===== src/rtl/impl_amo_adapter.sv =====
// impl_amo_adapter: bridges a 32-bit core data port (with RISC-V AMO tags) onto a
// 64-bit-word memory bank that executes atomics in place.
//
// Ports
//   clk_i, rst_ni          clock, asynchronous active-low reset
//   data_req_i/gnt_o       core request handshake (push into request FIFO)
//   data_addr_i            byte address; [2] selects the 32-bit half of the bank word
//   data_we_i/be_i/wdata_i core write enable, byte enables, write data
//   data_atop_i            [5] = AMO valid, [4:0] = RISC-V funct5
//   data_rvalid_o/rdata_o  in-order response, one per bank transaction
//   bank_req_o/gnt_i       bank handshake, driven from the FIFO head
//   bank_add_o/amo_o/wen_o/wdata_o/be_o  bank command fields
//   bank_rdata_i           bank read data, valid the cycle after a granted request
module impl_amo_adapter #(
  parameter int unsigned AddrMemWidth = 32,
  parameter int unsigned FifoDepth    = 2
) (
  input  logic                    clk_i,
  input  logic                    rst_ni,
  // core side
  input  logic                    data_req_i,
  input  logic [31:0]             data_addr_i,
  input  logic                    data_we_i,
  input  logic [3:0]              data_be_i,
  input  logic [31:0]             data_wdata_i,
  input  logic [5:0]              data_atop_i,
  output logic                    data_gnt_o,
  output logic                    data_rvalid_o,
  output logic [31:0]             data_rdata_o,
  // bank side
  output logic                    bank_req_o,
  output logic [AddrMemWidth-1:0] bank_add_o,
  output logic [3:0]              bank_amo_o,
  output logic                    bank_wen_o,
  output logic [63:0]             bank_wdata_o,
  output logic [7:0]              bank_be_o,
  input  logic                    bank_gnt_i,
  input  logic [63:0]             bank_rdata_i
);

  localparam int unsigned PtrW = $clog2(FifoDepth);
  localparam int unsigned CntW = PtrW + 1;

  typedef logic [PtrW-1:0] ptr_t;
  typedef enum logic [0:0] {StIssue, StAmoHold} state_e;

  localparam logic [3:0] AmoNone = 4'h0;
  localparam logic [3:0] AmoLr   = 4'hB;

  // Bank AMO encoding from the RISC-V funct5; anything unknown degrades to a plain access.
  function automatic logic [3:0] amo_map(input logic [5:0] atop);
    logic [3:0] code;
    code = AmoNone;
    if (atop[5]) begin
      case (atop[4:0])
        5'b00001: code = 4'h1; // swap
        5'b00000: code = 4'h2; // add
        5'b01100: code = 4'h3; // and
        5'b01000: code = 4'h4; // or
        5'b00100: code = 4'h5; // xor
        5'b10100: code = 4'h6; // max
        5'b11100: code = 4'h7; // maxu
        5'b10000: code = 4'h8; // min
        5'b11000: code = 4'h9; // minu
        5'b00010: code = 4'hB; // lr
        5'b00011: code = 4'hC; // sc
        default:  code = AmoNone;
      endcase
    end
    return code;
  endfunction

  function automatic ptr_t ptr_inc(input ptr_t p);
    if (p == ptr_t'(FifoDepth - 1)) begin
      return '0;
    end
    return p + ptr_t'(1);
  endfunction

  // Request FIFO storage
  logic [AddrMemWidth-1:0] add_mem   [FifoDepth];
  logic                    upper_mem [FifoDepth];
  logic [3:0]              amo_mem   [FifoDepth];
  logic                    we_mem    [FifoDepth];
  logic [3:0]              be_mem    [FifoDepth];
  logic [31:0]             wdata_mem [FifoDepth];

  ptr_t            wr_ptr_q, rd_ptr_q;
  logic [CntW-1:0] cnt_q;
  state_e          state_q;
  logic            rvalid_q, resp_upper_q;

  logic fifo_full, fifo_empty, push, pop;
  logic head_upper, head_we, head_plain;
  logic [3:0] head_amo, head_be;
  logic [31:0] head_wdata;

  // Zero-extend so the word address slice is legal for any AddrMemWidth.
  logic [AddrMemWidth+2:0] addr_ext;
  logic                    unused_addr;

  assign addr_ext    = (AddrMemWidth + 3)'(data_addr_i);
  assign unused_addr = ^addr_ext[1:0];

  assign fifo_full  = (cnt_q == CntW'(FifoDepth));
  assign fifo_empty = (cnt_q == '0);

  assign data_gnt_o = ~fifo_full;
  assign push       = data_req_i & ~fifo_full;
  assign bank_req_o = ~fifo_empty & (state_q == StIssue);
  assign pop        = bank_req_o & bank_gnt_i;

  assign head_upper = upper_mem[rd_ptr_q];
  assign head_amo   = amo_mem[rd_ptr_q];
  assign head_we    = we_mem[rd_ptr_q];
  assign head_be    = be_mem[rd_ptr_q];
  assign head_wdata = wdata_mem[rd_ptr_q];
  // Plain accesses and LR are single bank cycles; every other AMO needs a write-back cycle.
  assign head_plain = (head_amo == AmoNone) | (head_amo == AmoLr);

  assign bank_add_o   = add_mem[rd_ptr_q];
  assign bank_amo_o   = head_amo;
  assign bank_wen_o   = head_plain ? head_we : 1'b1;
  assign bank_wdata_o = {head_wdata, head_wdata};
  assign bank_be_o    = head_upper ? {head_be, 4'b0000} : {4'b0000, head_be};

  assign data_rvalid_o = rvalid_q;
  assign data_rdata_o  = rvalid_q ? (resp_upper_q ? bank_rdata_i[63:32] : bank_rdata_i[31:0])
                                  : 32'h0;

  // Storage needs no reset: occupancy gates every read.
  always_ff @(posedge clk_i) begin
    if (push) begin
      add_mem[wr_ptr_q]   <= addr_ext[AddrMemWidth+2:3];
      upper_mem[wr_ptr_q] <= data_addr_i[2];
      amo_mem[wr_ptr_q]   <= amo_map(data_atop_i);
      we_mem[wr_ptr_q]    <= data_we_i;
      be_mem[wr_ptr_q]    <= data_be_i;
      wdata_mem[wr_ptr_q] <= data_wdata_i;
    end
  end

  always_ff @(posedge clk_i or negedge rst_ni) begin
    if (!rst_ni) begin
      wr_ptr_q <= '0;
      rd_ptr_q <= '0;
      cnt_q    <= '0;
    end else begin
      if (push) begin
        wr_ptr_q <= ptr_inc(wr_ptr_q);
      end
      if (pop) begin
        rd_ptr_q <= ptr_inc(rd_ptr_q);
      end
      if (push && !pop) begin
        cnt_q <= cnt_q + CntW'(1);
      end else if (!push && pop) begin
        cnt_q <= cnt_q - CntW'(1);
      end
    end
  end

  // Issue FSM plus the response register that tracks the last popped request.
  always_ff @(posedge clk_i or negedge rst_ni) begin
    if (!rst_ni) begin
      state_q      <= StIssue;
      rvalid_q     <= 1'b0;
      resp_upper_q <= 1'b0;
    end else begin
      rvalid_q <= pop;
      if (pop) begin
        resp_upper_q <= head_upper;
      end
      unique case (state_q)
        StIssue:   if (pop && !head_plain) state_q <= StAmoHold;
        StAmoHold: state_q <= StIssue;
        default:   state_q <= StIssue;
      endcase
    end
  end

endmodule


===== config.mk =====
export PLATFORM = sky130hd
export DESIGN_NAME = impl_amo_adapter
export DESIGN_NICKNAME = d
export VERILOG_FILES = /design/src/rtl/impl_amo_adapter.sv
export SDC_FILE = /design/constraint.sdc
export NUM_CORES = 1
export LEC_CHECK = 0
export BUFFER_PORTS_ARGS = -buffer_cell sky130_fd_sc_hd__buf_4
export CORE_ASPECT_RATIO = 0.5
export CORE_MARGIN = 10
export CORE_UTILIZATION = 40
export DETAILED_ROUTE_END_ITERATION = 10
export PLACE_DENSITY_LB_ADDON = 0.15
export SYNTH_ARGS = -nofsm -noshare
export SYNTH_HDL_FRONTEND = slang
export SYNTH_SLANG_ARGS = --single-unit

===== constraint.sdc =====
create_clock -name clk_i -period 5.7 [get_ports clk_i]
set_clock_uncertainty 0.05 [all_clocks]
set_input_delay 1.14 -clock clk_i [delete_from_list [all_inputs] [get_ports clk_i]]
set_output_delay 1.14 -clock clk_i [all_outputs]
set_load 0.03 [all_outputs]

# == Word-level counts from Yosys, hierarchy flattened ==
# Memory sizes are Yosys's and may differ from the RTL's.
# Cells that the tools add are included.
# word_totals
elab_cells,55
mem_bits_ro,128
inputBits,143
ramBits,142
mem_count,7
regBits,7
# mem_list
memory,depth,width,rd,rd_clocked_by_memory_dff,write_ports,line,source
(no name shown),32,4,1,0,0,55,case (atop[4:0])
wdata_mem,2,32,1,0,1,86,logic [31:0] wdata_mem [FifoDepth];
add_mem,2,29,1,0,1,81,logic [AddrMemWidth-1:0] add_mem [FifoDepth];
amo_mem,2,4,1,0,1,83,logic [3:0] amo_mem [FifoDepth];
be_mem,2,4,1,0,1,85,logic [3:0] be_mem [FifoDepth];
upper_mem,2,1,1,0,1,82,logic upper_mem [FifoDepth];
1 more memories,--,--,--,--,--,--,
# op_classes
addsub,4
n_mux,20
eq_ne,2
n_bitwise,7
n_reduce_logical,9
# ops
cell,n
2-to-1 mux 32 bit,2
2-to-1 mux 1 bit,12
2-to-1 mux 4 bit,2
2-to-1 mux 8 bit,1
"equality test 4 bit, second input constant",1
logical NOT 4 bit,1
2-to-1 mux 2 bit,2
bitwise AND 1 bit,3
logical AND 1 bit,3
logical NOT 1 bit,3
NOT 1 bit,3
"adder 1 bit, second input constant",2
"adder 2 x 1 -> 2 bit, second input constant",1
"equality test 2 bit, second input constant",1
logical NOT 2 bit,1
one-hot mux 1 bit (2 select lines),1
nonzero test 2 bit,1
"subtractor 2 x 1 -> 2 bit, second input constant",1
bitwise OR 1 bit,1

# == Depth between registers and ports, before layout ==
# Gate-level depths: netlist of the first run.
# depth
depth_word,7
depth_mapped,7
ltp_nobuf,7

# == Worst setup path after synthesis of the first run ==
# OpenSTA, ideal clock, no wires.
# synth_timing
path_type,input to register
startpoint,in data_req_i
endpoint,mem add_mem[0][0] in the netlist's numbering (enable)
path_buffers,0
setup_slack_ns,0.943
t_required_ns,5.149
setup_ns,0.501
cell_stages,2
t_arrival_ns,4.207
cell_sequence,nand2_1 > nor2_1
# synth_via
elab_chain_cells,3
# synth_rtl
item,line,source
from (decl),21,"input logic data_req_i,"
bitwise AND 1 bit,109,assign push = data_req_i & ~fifo_full;
2-to-1 mux 1 bit,133,if (push) begin
2-to-1 mux 1 bit (implied by the code),134,add_mem[wr_ptr_q] <= addr_ext[AddrMemWidth+2:3];
to (decl),81,
# Every way passes these cells.

# == Worst setup path after layout of the first run ==
# layout_timing
startpoint,reg rd_ptr_q
endpoint,out bank_be_o[2]
# layout_via
elab_chain_cells,2
# layout_rtl
item,line,source
from (decl),88,"ptr_t wr_ptr_q, rd_ptr_q;"
from (signal assigned),153,rd_ptr_q <= ptr_inc(rd_ptr_q);
memory read (2 x 4 bit) / memory read (2 x 1 bit) (equally long branches),--,
2-to-1 mux 8 bit *,125,"assign bank_be_o = head_upper ? {head_be, 4'b0000} : {4'b0000, head_be};"
to (decl),36,"output logic [7:0] bank_be_o,"
# Mark *: on every way between the ends. The rest lies on a longest branch, timed or not.

==> results of run 1 <==
## how the worst max path moves through the flow
stage,startpoint,to,slack [ps],cells past startpoint
final,rd_ptr_q,bank_be_o[2],1950,4
after global routing,rd_ptr_q,bank_be_o[1],1790,4
after CTS,rd_ptr_q,bank_be_o[2],1890,4
after detailed placement,rd_ptr_q,bank_be_o[2],2340,4
after global placement,rd_ptr_q,bank_be_o[3],2330,4
after floorplan,data_req_i,add_mem[0][0],940,2
## flip-flops by register name, indices dropped and copies added (netlist names), 2 cells and up
register,flops
add_mem,58
we_mem,2
be_mem,8
upper_mem,2
wdata_mem,64
amo_mem,8
cnt_q,2
## per-stage QoR
step	worst slack [ps]	util, %	hold WS (ps)	cell area, um2	cells
after global placement	2330	54.6	433	8480	824
after detailed placement	2340	54.6	445	8480	824
after CTS	1890	58.5	453	9090	855
final	1950	58.5	447	9090	855
after floorplan	943	-	411	6420	386
after global routing	1790	58.5	465	9090	855
## cell usage after synthesis, types with 2 or more instances
cell type,instances
inv_1,4
mux2_4,2
buf_2,10
edfxtp_1,142
nand2b_1,2
nor2_1,13
xor2_1,2
nand2_1,4
clkbuf_1,4
ha_1,3
nor3_1,2
a22oi_1,2
nor2b_1,34
dfrtp_1,7
mux2i_1,38
buf_4,35
mux2_2,66
xnor2_1,4
## worst max-delay path, stage by stage (launching register included)
cell     delay [ps]
dfrtp_4         850
buf_4           510
mux2_2          460
nor2_1          120
buf_4           170
## per-layer routing
metal  global-route usage, %  up-vias  wire length (um)
li1                        -     1892                 -
met3                    5.46       13              1340
met5                       0        -                 0
met2                    27.6      139              9230
met4                    6.17        0               330
met1                    15.4     1923              6110
## kinds of logic after synthesis
kind of cell	share of synthesized area [%]
flip-flops	69.3
multiplexers	18.0
AND/OR/NAND/NOR	5.06
buffers and inverters	5.53
AO/OA/AOI/OAI	0.683
XOR/XNOR	0.820
adder cells (fa/ha/maj)	0.586
other	0.0585
## power by group through the flow
| stage | sequential (W) | clock [W] | combinational [W] |
|---|---|---|---|
| 6_report | 0.00167 | 0.00114 | 0.00245 |
| 2_1_floorplan | 0.00159 | 0 | 0.00180 |
| 3_5_place_dp | 0.00170 | 0 | 0.00250 |
| 4_1_cts | 0.00168 | 0.00117 | 0.00251 |
| 3_3_place_gp | 0.00169 | 0 | 0.00250 |
| 5_1_grt | 0.00171 | 0.00122 | 0.00259 |
## cell type report
| cell class | instances | area, um2 | area share, % |
|---|---|---|---|
| inverters | 4 | 15.0 | 0.165 |
| flip-flops and latches | 149 | 4440 | 48.9 |
| clock buffers | 17 | 425 | 4.68 |
| repair buffers | 284 | 2130 | 23.4 |
| clock inverters | 14 | 186 | 2.05 |
| multi-input cells | 183 | 1640 | 18.0 |
| well taps | 204 | 255 | 2.81 |
==> results.py, run 1 <==
metrics = {
    "floorplan": {
        "die_area_um2": 21800,
        "core_um2": 15500,
        "die_x_um": 199,
        "rows": 32,
        "dieHeight_um": 110,
        "ioPinCount": 287,
        "start_util_pct": 41.3,
    },
    "final_layout": {
        "syn2layout_area_growth_pct": 41.9,
        "layout_common_cells": "284 x buf_4, 142 x edfxtp_1, 66 x mux2_2, 38 x mux2i_1, 34 x nor2b_1",
        "final_layout_size_suffix_gt1_share_pct": 59.1,
        "final_common_cell": "buf_4",
        "fill_cells": 1240,
        "finalNetCount": 785,
        "antenna_cells": 0,
    },
    "placement": {
        "port_buffers": 281,
        "place.gp.congestion": 0.914,
        "dp_hpwl_mm": 12.7,
    },
    "route": {
        "wl_per_cell_um": 19.9,
        "vias_per_cell": 4.64,
        "totalWireLength_mm": 17.0,
        "drtAntennaViolNets": 0,
        "drc": 0,
        "dr_total_vias": 3967,
        "drtPass1Iterations": 4,
        "drtIter0Drc": 167,
    },
    "clocking": {
        "cts_resized": 0,
        "cts_buffers": 17,
        "path_clk_slew_ps": 60,
        "cts_max_level": 4,
        "clkLatencyLatePin_ps": 400,
        "cts_tree": "yes",
        "root_buffer": "clkbuf_16",
        "holdBufCountCts": 0,
        "cts_sinks": 149,
        "cts_buffer_depth": 2,
        "cts_setup_buffers": 0,
    },
    "worst_setup_path": {
        "critPathLaunchType": "flip-flop",
        "r2r_cells": 3,
        "critical_path_arrival_ps": 2560,
        "reg2reg_slack_ps": 3390,
        "worstPathRequired_ps": 4510,
        "reg2reg_from": "rd_ptr_q",
        "worstSetupEndpointType": "output port",
        "rr_endpoint": "resp_upper_q",
        "crit_path_max_fanout": 44,
        "path_class": "reg -> out",
    },
    "power_and_ir_drop": {
        "p_int_w": 0.00320,
        "power.leakage_nw": 3.78,
        "p_comb_share_pct": 46.6,
        "irDropWorstVdd_mv": 0.311,
        "swShare_pct": 39.3,
        "seqPwrFrac_pct": 31.8,
        "power_switching_w": 0.00207,
        "power_w": 0.00527,
        "power_frac_clock_pct": 21.7,
        "power_density_nw_per_um2": 580,
    },
    "logic_synthesis": {
        "synth_largest_area_cell": "edfxtp_1",
        "ys_ff_latch": 149,
        "synth_top_flop_cell": "edfxtp_1",
        "synthArstFlopShare_pct": 4.70,
        "synth_top_area_share_pct": 66.5,
        "synth-edff-count": 142,
        "yosysUniqueCellTypes": 28,
        "synth_warnings": 0,
        "syn_area_per_cell_um2": 16.7,
        "synth.area.top_cells": "edfxtp_1 67%, mux2_2 12%, mux2i_1 5.9%",
        "synthCells": 384,
        "ys_seq_area_share_pct": 69.3,
        "syn-cell-area_um2": 6410,
    },
    "sta": {
        "fin_tns_setup_ps": 0,
        "max_freq_mhz": 266,
        "setup_viol": 0,
        "finalCritPeriodShare_pct": 65.8,
        "tightest_slew_ps": 1050,
        "hold_violations": 0,
        "maxSlewHeadroom_pct": 30.1,
        "slew_viol_final": 0,
        "rsz0062_at_grt": "false",
        "fin_crit_ps": 3750,
    },
    "hold_path": {
        "min_delay_path_depth": 1,
        "hp-class": "reg -> reg",
        "hold_path_end": "cnt_q[1]",
        "min_from": "cnt_q[1]",
    },
    "global_routing": {
        "track_usage_pct": 15.0,
        "grt_max_degree": 72,
        "antenna_found_initial": 0,
        "grt_pass1_wl_mm": 24.5,
        "overflow": 0,
        "grt_pass1_vias": 4223,
    },
    "job": {
        "max_cap_violations": 0,
    },
    "outcome": {
        "status": "finished clean",
    },
}
(Power assumes the default switching activity.)
==> run 2, diff against run 1 <==
Settings changed: ABC_AREA set to 1.
Clock period 5.7 ns to 3.2 ns, I/O delays scaled along.
==> run 2 against run 1 <==
Combinational power increased by 110%. Critical endpoint is now bank_wen_o. Highest routed layer unchanged. Design area barely moved. Final cell count grew 24%. Sequential cell count stayed put. Wire length is 6.2% higher. Global-route usage up 0.51 points. Area after synthesis increased by 0.45%. Worst setup slack got worse by 1700 ps. Core utilization shrank 0.13 points. Clock power grew 75%.
==> results.py, run 2 <==
metrics = {
    "outcome": {
        "status": "finished clean",
    },
    "logic_synthesis": {
        "synth_warnings": 0,
        "synth.area.top_cells": "edfxtp_1 66%, nand2_1 13%, nor2_1 5.1%",
        "yosysUniqueCellTypes": 25,
        "ys_ff_latch": 149,
        "syn-cell-area_um2": 6440,
        "syn_area_per_cell_um2": 10.9,
        "synthArstFlopShare_pct": 4.70,
        "yosys-top-cells-count": "218 x nand2_1, 142 x edfxtp_1, 87 x nor2_1",
        "synth-edff-count": 142,
        "synthMostInstantiatedCell": "nand2_1",
        "synthCells": 591,
        "synth_top_area_share_pct": 66.2,
        "synth_top_flop_cell": "edfxtp_1",
        "ys_seq_area_share_pct": 69.0,
        "synth_largest_area_cell": "edfxtp_1",
    },
    "worst_setup_path": {
        "worstSetupEndpointType": "output port",
        "crit_path_max_fanout": 41,
        "critPathLaunchType": "flip-flop",
        "worstPathRequired_ps": 2510,
        "path_class": "reg -> out",
        "critical_path_arrival_ps": 2210,
    },
    "route": {
        "wl_per_cell_um": 17.1,
        "totalWireLength_mm": 18.1,
        "vias_per_cell": 4.55,
        "drtIter0Drc": 191,
        "drc": 0,
        "drtPass1Iterations": 4,
        "drtAntennaViolNets": 0,
        "dr_total_vias": 4807,
    },
    "clocking": {
        "cts_max_level": 4,
        "cts_setup_buffers": 0,
        "cts_tree": "yes",
        "cts_buffer_depth": 2,
        "path_clk_slew_ps": 70,
        "clkLatencyLatePin_ps": 410,
        "cts_buffers": 17,
        "root_buffer": "clkbuf_16",
        "cts_sinks": 149,
    },
    "sta": {
        "setup_viol": 0,
        "hold_violations": 0,
        "maxSlewHeadroom_pct": 37.9,
        "fin_tns_setup_ps": 0,
        "max_freq_mhz": 344,
        "tightest_slew_ps": 931,
        "rsz0062_at_grt": "false",
        "slew_viol_final": 0,
        "fin_crit_ps": 2900,
        "finalCritPeriodShare_pct": 90.7,
    },
    "final_layout": {
        "syn2layout_area_growth_pct": 41.3,
        "finalNetCount": 987,
        "antenna_cells": 0,
        "post-route-cell-area_um2": 9090,
        "layout_common_cells": "284 x buf_4, 218 x nand2_1, 142 x edfxtp_1, 85 x nor2_1, 34 x o21ai_0",
        "reg_top3": "wdata_mem x64, add_mem x58",
        "largest_reg_flops": 64,
        "final_common_cell": "buf_4",
        "largest-register": "wdata_mem",
        "final_layout_size_suffix_gt1_share_pct": 38.2,
    },
    "placement": {
        "port_buffers": 281,
        "dp_hpwl_mm": 13.1,
        "place.gp.congestion": 0.827,
        "place_area_um2": 8490,
    },
    "global_routing": {
        "grt_pass1_vias": 4744,
        "grt_pass1_wl_mm": 26.0,
        "antenna_found_initial": 0,
        "track_usage_pct": 15.5,
        "overflow": 0,
        "grt_max_degree": 63,
    },
    "power_and_ir_drop": {
        "power.leakage_nw": 4.16,
        "irDropWorstVdd_mv": 0.438,
        "power_density_nw_per_um2": 1090,
    },
    "floorplan": {
        "die_area_um2": 21900,
        "ioPinCount": 287,
        "die_x_um": 199,
        "start_util_pct": 41.3,
        "core_um2": 15600,
        "rows": 32,
        "dieHeight_um": 110,
    },
    "hold_path": {
        "hp-class": "in -> reg",
    },
    "job": {
        "max_cap_violations": 0,
    },
}
## run 2: cell types whose count changed after synthesis, moves of 33 or more
cell and change:
mux2_2 -66, mux2i_1 -33, nand2_1 +214, nor2_1 +74, nor2b_1 -34, o21ai_0 +34
## run 2: repair_timing
action,in CTS,in global routing
setup endpoints to repair,0,0
hold buffers,1,0
endpoints found under the hold margin,7,0
resized for setup,0,0
## run 2: through the flow
step                      cells  hold slack (ps)  setup slack (ps)  util (%)  total power, W
after detailed placement   1025              408               684      54.5         0.00806
after global routing       1057              333               154      58.4          0.0105
after CTS                  1057              338               231      58.4          0.0101
after global placement     1025              408               698      54.5         0.00801
final                      1057              357               297      58.4         0.00992
after floorplan             593              294              28.0         -         0.00636
## run 2: critical path, cell delays in order (launching register included)
cell and delay, ps:
dfrtp_2 370, buf_4 430, buf_4 460, mux2i_1 260, nand2_1 100, buf_4 180
## run 2: area by class of cell
cell class | count | area [um2]
clock inverter | 14 | 168
inverter | 19 | 73.8
clock buffer | 17 | 425
multi-input combinational | 366 | 1530
tap | 204 | 255
timing repair buffer | 288 | 2200
fill | 1326 | 6480
sequential | 149 | 4440
## run 2: report_power, final
part | total, W | switching, W | internal [W]
Sequential | 0.00281 | 0.000146 | 0.00266
Combinational | 0.00511 | 0.00348 | 0.00163
Clock | 0.00200 | 0.000829 | 0.00117
## run 2: worst paths after layout
path | cells after the start | end | from | slack (ps)
max in group asynchronous | 2 | rd_ptr_q | rst_ni | 2420
min in group asynchronous | 2 | data_rvalid_o | rst_ni | 550
setup / recovery | 5 | bank_wen_o | rd_ptr_q | 300
hold / removal | 1 | add_mem[0][19] | data_addr_i[22] | 360
hold reg to reg | 1 | cnt_q[0] | cnt_q[0] | 440
setup reg to reg | 5 | add_mem[1][10] | cnt_q[0] | 1380
## run 2: kinds of logic (layout without fill, tap and decap cells)
kind of cell	after synthesis	count (layout)	synth area share, %
adder cells (fa/ha/maj)	3	3	0.583
other	1	3	0.0583
buffers and inverters	78	338	7.62
AO/OA/AOI/OAI	43	43	3.46
flip-flops	149	149	69.0
XOR/XNOR	3	3	0.408
multiplexers	5	5	0.777
AND/OR/NAND/NOR	309	309	18.1
## run 2: metal layers
| layer | up-vias | wire length [um] | GRT usage [%] |
|---|---|---|---|
| met5 | - | 0 | 0 |
| met4 | 0 | 183 | 4.83 |
| met3 | 12 | 1430 | 5.31 |
| met2 | 138 | 9520 | 28.8 |
| met1 | 2243 | 6920 | 16.4 |
| li1 | 2414 | - | - |
